<file path="src/rtl/fetch_unit.sv">
// Instruction fetch and next-PC stage of the multicycle core.
// Fetches one word per instruction, then resolves the branch code into the next pc.
module fetch_unit #(
  parameter logic [31:0] RESET_PC = 32'h0000_0000
) (
  input  logic        clk,
  input  logic        rst_n,
  output logic        imem_req,
  output logic [31:0] imem_addr,
  input  logic        imem_ready,
  input  logic [31:0] imem_rdata,
  output logic [31:0] ir,
  output logic [5:0]  opcode,
  output logic [31:0] pc,
  input  logic [3:0]  branch,
  input  logic [31:0] rs_val,
  input  logic [31:0] rt_val,
  input  logic        stall,
  output logic        link_we,
  output logic [31:0] link_addr,
  output logic        bad_branch
);

  typedef enum logic [1:0] {
    IDLE,
    FETCH,
    DECODE,
    EXEC
  } state_t;

  state_t state, state_nx;

  logic [31:0] pc_q, ir_q;
  logic [31:0] pc4, btgt, jtgt, next_pc;
  logic signed [31:0] rs_s, rt_s;
  logic adv;

  assign pc4  = pc_q + 32'd4;
  assign btgt = pc4 + {{14{ir_q[15]}}, ir_q[15:0], 2'b00};
  assign jtgt = {pc4[31:28], ir_q[25:0], 2'b00};
  assign rs_s = rs_val;
  assign rt_s = rt_val;

  always_comb begin
    next_pc = pc4;
    case (branch)
      4'b0001: next_pc = jtgt;
      4'b1011: next_pc = jtgt;
      4'b0010: next_pc = {rs_val[31:2], 2'b00};
      4'b0011: next_pc = (rs_s == rt_s) ? btgt : pc4;
      4'b0100: next_pc = (rs_s != rt_s) ? btgt : pc4;
      4'b0101: next_pc = (rs_s <= 0) ? btgt : pc4;
      4'b0110: next_pc = (rs_s > 0) ? btgt : pc4;
      4'b0111: next_pc = (rs_s < rt_s) ? btgt : pc4;
      4'b1000: next_pc = (rs_s > rt_s) ? btgt : pc4;
      4'b1001: next_pc = (rs_s >= rt_s) ? btgt : pc4;
      4'b1010: next_pc = (rs_s <= rt_s) ? btgt : pc4;
      default: next_pc = pc4;
    endcase
  end

  always_comb begin
    state_nx = state;
    unique case (state)
      IDLE:   state_nx = FETCH;
      FETCH:  if (imem_ready) state_nx = DECODE;
      DECODE: state_nx = EXEC;
      EXEC:   if (!stall) state_nx = FETCH;
      default: state_nx = IDLE;
    endcase
  end

  // Strobes come straight from state so reset kills them at once.
  assign imem_req   = (state == FETCH);
  assign adv        = (state == EXEC) && !stall;
  assign link_we    = adv && (branch == 4'b1011);
  assign bad_branch = adv && (branch[3:2] == 2'b11);

  always_ff @(posedge clk or negedge rst_n) begin
    if (!rst_n) begin
      state <= IDLE;
      pc_q  <= RESET_PC;
      ir_q  <= '0;
    end else begin
      state <= state_nx;
      if (imem_req && imem_ready) ir_q <= imem_rdata;
      if (adv) pc_q <= next_pc;
    end
  end

  assign imem_addr = pc_q;
  assign pc        = pc_q;
  assign ir        = ir_q;
  assign opcode    = ir_q[31:26];
  assign link_addr = pc4;

endmodule
</file>
<file path="config.mk">
export PLATFORM = sky130hd
export DESIGN_NAME = fetch_unit
export DESIGN_NICKNAME = d
export VERILOG_FILES = /design/src/rtl/fetch_unit.sv
export SDC_FILE = /design/constraint.sdc
export NUM_CORES = 1
export LEC_CHECK = 0
export ABC_AREA = 1
export BUFFER_PORTS_ARGS = -buffer_cell sky130_fd_sc_hd__buf_4
export CELL_PAD_IN_SITES_DETAIL_PLACEMENT = 1
export CELL_PAD_IN_SITES_GLOBAL_PLACEMENT = 2
export CORE_MARGIN = 4
export CORE_UTILIZATION = 30
export CTS_CLUSTER_DIAMETER = 100
export DETAILED_ROUTE_END_ITERATION = 12
export PLACE_DENSITY = 0.84
export RECOVER_POWER = 25
export SETUP_SLACK_MARGIN = 0.5
export SYNTH_ARGS = -nofsm -noshare
export SYNTH_HDL_FRONTEND = slang
export SYNTH_SLANG_ARGS = --single-unit
</file>
<file path="constraint.sdc">
create_clock -name clk -period 9 [get_ports clk]
set_clock_uncertainty 0.15 [all_clocks]
set_input_delay 1.8 -clock clk [delete_from_list [all_inputs] [get_ports clk]]
set_output_delay 1.8 -clock clk [all_outputs]
set_load 0.005 [all_outputs]
</file>
==> results of run 1 <==
[critical path, delay by kind of cell (launching register included)]
kind            cells  cell delay (ns)
compound gates      3             1.32
fa+ha+maj           2             0.85
buf+inv             5             0.79
flops               1             0.62
simple gates       15             1.88
[final timing paths]
check / from / to / cells past startpoint
worst max register to register: imem_addr[2]$_DFFE_PN0P_ / imem_addr[24]$_DFFE_PN0P_ / 25
max in group asynchronous: rst_n / ir[14]$_DFFE_PN0P_ / 1
worst max-delay path: imem_addr[2]$_DFFE_PN0P_ / imem_addr[24]$_DFFE_PN0P_ / 25
worst min register to register: state[1]$_DFFE_PN0P_ / state[1]$_DFFE_PN0P_ / 2
min in group asynchronous: rst_n / state[0]$_DFFE_PN0P_ / 1
worst min-delay path: state[1]$_DFFE_PN0P_ / state[1]$_DFFE_PN0P_ / 2
[layout make-up]
type,instances,area (sq um)
tap,511,639.4
multi-input combinational,1641,8120
clock inverter,6,115.1
timing repair buffer,246,1839
inverter,288,1081
clock buffer,10,239.0
fill,5189,23940
sequential,64,1602
[registers in the layout, summed over array words and instances, names as in the netlist]
register / flops
ir: 32
imem_addr: 30
state: 2
[metal layers]
metal	vias to the layer above	part of all wire, %
met4	0	2.8
met1	7176	44
met2	606	45
met3	86	7.3
met5	-	0
li1	6975	-
[placed cells by master, fill, tap and decap left out, types with 6 or more instances in the layout]
| master | synthesis | final |
|---|---|---|
| conb_1 | 1 | 6 |
| nand2_2 | 8 | 9 |
| ha_1 | 71 | 71 |
| o211ai_1 | 11 | 11 |
| o21ai_0 | 89 | 88 |
| nand3_1 | 203 | 203 |
| mux2_2 | 24 | 24 |
| nor2_1 | 241 | 237 |
| nor3_1 | 14 | 14 |
| nand4_1 | 38 | 38 |
| a221oi_1 | 18 | 18 |
| xor2_1 | 11 | 11 |
| nand2_1 | 720 | 719 |
| dfrtp_1 | 64 | 64 |
| o21ai_1 | 8 | 8 |
| o221ai_1 | 7 | 7 |
| buf_4 | 51 | 244 |
| clkbuf_16 | 0 | 9 |
| inv_1 | 283 | 282 |
| nor2_2 | 6 | 7 |
| a21oi_1 | 111 | 111 |
| o21bai_1 | 13 | 13 |
| xnor2_1 | 11 | 11 |
[cell families after synthesis]
logic type               after synthesis
AO/OA/AOI/OAI                        275
flip-flops                            64
adder cells (fa/ha/maj)               72
XOR/XNOR                              22
AND/OR/NAND/NOR                     1242
buffers and inverters                402
other                                  1
multiplexers                          24
[metrics by stage]
| step | std cells | power [mW] | worst slack [ns] |
|---|---|---|---|
| 3_5_place_dp | 2750 | 4.258 | 3.398 |
| 2_1_floorplan | 2107 | 2.808 | 4.431 |
| 4_1_cts | 2766 | 4.734 | 3.376 |
| 3_3_place_gp | 2750 | 4.176 | 3.595 |
| 5_1_grt | 2766 | 5.201 | 2.871 |
| 6_report | 2766 | 4.784 | 3.272 |
[power by group through the flow]
| stage | clock [mW] | combinational [mW] | sequential, mW |
|---|---|---|---|
| after floorplan | 0 | 2.23 | 0.579 |
| after global placement | 0 | 3.50 | 0.679 |
| after detailed placement | 0 | 3.57 | 0.688 |
| after CTS | 0.466 | 3.58 | 0.684 |
| after global routing | 0.475 | 4.02 | 0.708 |
| final | 0.457 | 3.64 | 0.684 |
==> impl_metrics.csv, run 1 <==
group,metric,value,unit
outcome,outcome,"complete, but fails checks",
outcome,failed_checks,"capacitance limit, slew limit",
timing,rsz0062_at_grt,"false",
grt,busiest_layer,"met2",
logic_synthesis,yosys.area.top_type_share,23.67,%
timing,final.setup.tns,0,ns
die,ios,241,
power_and_ir_drop,pwr_density_cell,350.8,mW/mm^2
grt,grt_pass1_wl,93.00,mm
power_and_ir_drop,p_leak,7.518,nW
drt,dr.pass1.iters,5,
final_layout,syn2layout_area_growth,19.44,%
die,die_w,203.1,um
drt,first_iter_violations,1231,
logic_synthesis,synth_compound_area_share,13.80,%
clock_network,clk_latency,0.38,ns
worst_setup_path,rrSetupSlack,3.27,ns
clock_network,cts_sinks,64,
die,initial_core_util,30.38,%
logic_synthesis,synth_top_cell_by_area,"nand2_1",
timing,final_hold_viol_count,0,
die,dieHeight,203.1,um
drt,via_count,14840,
clock_network,clk_pin_slew,0.06,ns
run,maxCapViolations,1,
placed_design,dp_hpwl,48.12,mm
grt,grt_pass1_vias,15020,
timing,fmax,174.6,MHz
logic_synthesis,syn_area_per_cell,5.431,sq um
worst_setup_path,cp_common_cell,"nand2_1",
final_layout,post-route-cell-area,0.01364,sq mm
grt,antenna_found_initial,1,
worst_setup_path,cp.arrival,5.84,ns
die,core,0.03758,sq mm
worst_setup_path,cp-end-kind,"register",
die,rows,71,
worst_setup_path,path_class,"register to register",
timing,worstMarginPinSlew,4.161,ns
worst_setup_path,crit_required,9.11,ns
power_and_ir_drop,pwr-share-seq,14.3,%
power_and_ir_drop,p_switching,2.888,mW
final_layout,finalNetCount,2426,
logic_synthesis,seq_area_frac_synth,14.03,%
worst_setup_path,startpoint_type,"register",
final_layout,antennaDiodeCount,0,
power_and_ir_drop,switching_share,60.38,%
timing,fin_hold_ws,0.3729,ns
timing,setup_viol_count_final,0,
drt,viasPerCell,5.366,
logic_synthesis,synth-xor-area-share,1.688,%
power_and_ir_drop,clkPwrFrac,9.6,%
clock_network,cts_hold_buf,0,
worst_setup_path,critical-path-max-stage-delay,0.74,ns
logic_synthesis,synth_edf_count,0,
timing,slew_headroom,-177.4,%
logic_synthesis,yosys.area_share.simple,44.78,%
timing,min_period,5.728,ns
logic_synthesis,ys_top_cells_by_area,"nand2_1 24%, dfrtp_1 14%, inv_1 9.3%, nand3_1 8.9%, nor2_1 7.9%",
worst_setup_path,cpMaxStageDelayCell,"o21ai_0",
power_and_ir_drop,comb_power_share,76.1,%
grt,use_met2,47.91,%
drt,antenna_left,0,
grt,met3_usage,4.808,%
clock_network,postCtsSetupBuffers,0,
worst_setup_path,critPathMaxFanout,12,
logic_synthesis,yosys_warnings,0,
die,die_area,0.04124,sq mm
logic_synthesis,synthTopCellsByCount,"720 x nand2_1, 283 x inv_1, 241 x nor2_1, 203 x nand3_1, 111 x a21oi_1",
logic_synthesis,postSynthCellCount,2102,
grt,grt-ovfl-total,0,
hold_path,hp-class,"register to register",
drt,wire_per_inst,22.38,um
timing,post-route-period-util,63.65,%
grt,use_met1,39.87,%
clock_network,cts_tree,"yes",
logic_synthesis,synth_fa_ha_area_share,7.957,%
drt,wl,61.90,mm
power_and_ir_drop,p_int,1.896,mW
clock_network,ctsResizeCount,0,
logic_synthesis,ys_ff_latch,64,
logic_synthesis,post-synth-top-count-cell,"nand2_1",
clock_network,cts-buffers-inserted,9,
logic_synthesis,yosysUniqueCellTypes,45,
grt,grt_max_degree,70,
logic_synthesis,synthMuxAreaShare,2.367,%
placed_design,placed_area,0.01329,sq mm
placed_design,place_congestion,0.9688,
clock_network,clockBufferDepth,2,
final_layout,utilization,36.29,%
logic_synthesis,yosys_most_used_dff,"dfrtp_1",
drt,drc,0,
logic_synthesis,async_flop_share,100.0,%
logic_synthesis,synth_top_family_by_area,"simple AND/OR/NAND/NOR gates",
timing,report.final.slew_viol_count,65,
final_layout,drive_above_1_share,13.97,%
clock_network,cts_root_buffer,"clkbuf_16",
placed_design,portBuffers,234,
power_and_ir_drop,ir_drop,0.1774,mV
logic_synthesis,syn_area,0.01142,sq mm
grt,grtUsageTotal,29.21,%
clock_network,htree_levels,3,
(Power assumes the default switching activity.)
==> run 2: changes to the inputs <==
ABC_AREA = 0   (was 1)
CORE_UTILIZATION = 29   (was 30)
PLACE_DENSITY = 0.77   (was 0.84)
clock period = 5.6 ns   (was 9 ns; I/O delays follow)
==> run 2 against run 1 <==
  * Routed wire length is 50% lower
  * Fmax is 20% higher
  * Worst setup slack worse by 2.4 ns
  * Non-clock buffer count is 1 higher
  * Core utilization is 2.2 points higher
  * Largest power group unchanged
  * Via count is 48% lower
  * Final cell count is 49% lower
  * Clock power is 35% higher
  * Area after synthesis is 36% lower
  * Sequential power is 67% higher
  * The run still ends with capacitance limit, slew limit left
  * Count of clock-buffer cells in the layout is 1 lower
  * Global-route usage is 7.9 points lower
==> impl_metrics.csv, run 2 <==
group,metric,value,unit
drt,wl,30.82,mm
timing,fmax,209.5,MHz
timing,final_hold_viol_count,0,
power_and_ir_drop,p_leak,4.410,nW
power_and_ir_drop,power.total,5.785,mW
grt,grt-ovfl-total,0,
logic_synthesis,synth_edf_count,0,
die,ios,241,
timing,post-route-period-util,85.25,%
final_layout,drive_above_1_share,29.72,%
die,die_area,0.02790,sq mm
placed_design,portBuffers,234,
logic_synthesis,seq_area_frac_synth,21.84,%
hold_path,hold_start,"ir[22]$_DFFE_PN0P_",
placed_design,dp_hpwl,25.01,mm
drt,via_count,7693,
hold_path,min_to,"ir[22]$_DFFE_PN0P_",
clock_network,clockBufferDepth,2,
logic_synthesis,ys_ff_latch,64,
timing,rsz0062_at_grt,"true",
grt,antenna_found_initial,0,
drt,antenna_left,0,
clock_network,clk_latency,0.34,ns
clock_network,cts_hold_buf,0,
timing,fin_hold_ws,0.3907,ns
worst_setup_path,crit_required,5.73,ns
outcome,failed_checks,"capacitance limit, slew limit",
die,initial_core_util,29.81,%
drt,dr.pass1.iters,5,
logic_synthesis,syn_area,0.007335,sq mm
hold_path,whs_path_depth,1,
final_layout,mostFrequentLayoutCells,"245 x buf_4, 83 x a21oi_1, 72 x nor2_1, 71 x ha_1",
worst_setup_path,rr_worst_depth,17,
timing,timing.final.ws_setup,0.8262,ns
logic_synthesis,post-synth-top-count-cell,"a21oi_1",
final_layout,final_cells,1414,
timing,report.final.slew_viol_count,65,
timing,final.setup.tns,0,ns
worst_setup_path,crit_family,"simple AND/OR/NAND/NOR gates",
die,rows,57,
worst_setup_path,path_cells,"and3_1 > and3_1 > and3_1 > nand2_1 > xor2_1 > inv_1 > ha_1 > and2_1 > a221o_1 > a211oi_1 > o21a_1 > nand2_1 > o221ai_1 > xnor2_1 > nand2_1 > a21oi_1 > o21a_1",
grt,grt_max_degree,65,
worst_setup_path,critPathMaxFanout,11,
logic_synthesis,async_flop_share,100.0,%
worst_setup_path,crit_buf_inv,1,
grt,grtUsageTotal,21.35,%
logic_synthesis,yosys_most_used_dff,"dfrtp_1",
worst_setup_path,cpMaxStageDelayCell,"dfrtp_1",
timing,min_period,4.774,ns
final_layout,post-route-cell-area,0.009480,sq mm
final_layout,finalNetCount,1262,
logic_synthesis,synth_top_cell_by_area,"dfrtp_1",
logic_synthesis,postSynthCellCount,902,
logic_synthesis,yosysUniqueCellTypes,78,
drt,viasPerCell,5.441,
clock_network,postCtsSetupBuffers,0,
run,maxCapViolations,1,
die,core,0.02460,sq mm
grt,grt_pass1_vias,7898,
worst_setup_path,critical-path-max-stage-delay,0.52,ns
outcome,outcome,"complete, but fails checks",
clock_network,clk_pin_slew,0.06,ns
placed_design,place_congestion,0.8385,
hold_path,hp-class,"register to register",
clock_network,cts_tree,"yes",
worst_setup_path,timing.rr.end,"imem_addr[31]$_DFFE_PN0P_",
drt,first_iter_violations,500,
logic_synthesis,yosys_warnings,0,
logic_synthesis,ys_top_cells_by_area,"dfrtp_1 22%, ha_1 12%, a21oi_1 5.7%, mux2_2 5.4%, buf_4 4.3%",
logic_synthesis,yosys.area.top_type_share,21.84,%
worst_setup_path,cp-end-kind,"register",
clock_network,ctsResizeCount,0,
clock_network,cts_sinks,64,
worst_setup_path,path_class,"register to register",
final_layout,utilization,38.53,%
placed_design,dp_cells,1399,
worst_setup_path,reg2reg_from,"imem_addr[4]$_DFFE_PN0P_",
logic_synthesis,syn_area_per_cell,8.131,sq um
timing,worstMarginPinSlew,3.969,ns
final_layout,syn2layout_area_growth,29.26,%
logic_synthesis,synthTopCellsByCount,"83 x a21oi_1, 72 x nor2_1, 71 x ha_1, 64 x dfrtp_1, 64 x nand2_1",
clock_network,htree_levels,3,
grt,grt_pass1_wl,47.62,mm
die,die_w,167.0,um
final_layout,fillCellCount,2973,
final_layout,multi_input_area,0.005129,sq mm
power_and_ir_drop,ir_drop,0.2342,mV
final_layout,antennaDiodeCount,0,
final_layout,largest_reg_flops,32,
drt,drc,0,
drt,wire_per_inst,21.79,um
worst_setup_path,rrSetupSlack,0.83,ns
die,dieHeight,167.0,um
worst_setup_path,cp.arrival,4.90,ns
placed_design,place_ws,0.6826,ns
clock_network,cts_root_buffer,"clkbuf_16",
final_layout,regArea,0.001602,sq mm
timing,slew_headroom,-164.6,%
placed_design,placed_area,0.009150,sq mm
power_and_ir_drop,pwr_density_cell,610.2,mW/mm^2
timing,setup_viol_count_final,0,
final_layout,final_common_cell,"buf_4",
clock_network,cts-buffers-inserted,9,
worst_setup_path,startpoint_type,"register",
==> run 2: worst max-delay path by stage <==
stage / startpoint / end / slack (ns) / depth (start not counted)
finish: imem_addr[4]$_DFFE_PN0P_ / imem_addr[31]$_DFFE_PN0P_ / 0.83 / 17
global route: rst_n / ir[3]$_DFFE_PN0P_ / 0.27 / 1
CTS: imem_addr[2]$_DFFE_PN0P_ / imem_addr[31]$_DFFE_PN0P_ / 0.61 / 18
detailed placement: imem_addr[2]$_DFFE_PN0P_ / imem_addr[31]$_DFFE_PN0P_ / 0.68 / 18
global placement: imem_addr[3]$_DFFE_PN0P_ / imem_addr[31]$_DFFE_PN0P_ / 0.75 / 18
floorplan: imem_addr[4]$_DFFE_PN0P_ / imem_addr[26]$_DFFE_PN0P_ / 1.50 / 20
==> run 2: power by group <==
part	internal (mW)	switching (mW)	leakage (nW)
Combinational	1.88	2.15	3.52
Sequential	0.696	0.448	0.746
Clock	0.386	0.231	0.147
==> run 2: cells by family after synthesis <==
group,count (synthesis),synth area share (%)
simple gates,274,18.92
buf+inv,129,9.041
mux,44,6.602
xor+xnor,54,6.448
flops,64,21.84
other cells,1,0.05113
fa+ha+maj,72,12.38
compound gates,264,24.72
==> run 2: cell type report <==
type | instances | area share [%]
Tap cell | 324 | 4.276
Inverter | 50 | 1.980
Sequential cell | 64 | 16.89
Timing Repair Buffer | 247 | 19.48
Clock buffer | 9 | 2.376
Multi-Input combinational cell | 714 | 54.10
Clock inverter | 6 | 0.8975
==> run 2: per-layer routing <==
layer	part of all wire [%]	track usage, %	vias up
li1	-	-	3660
met1	47	30.13	3811
met2	46	34.52	206
met3	6.1	4.219	16
met4	0.82	3.380	0
met5	0	0	-
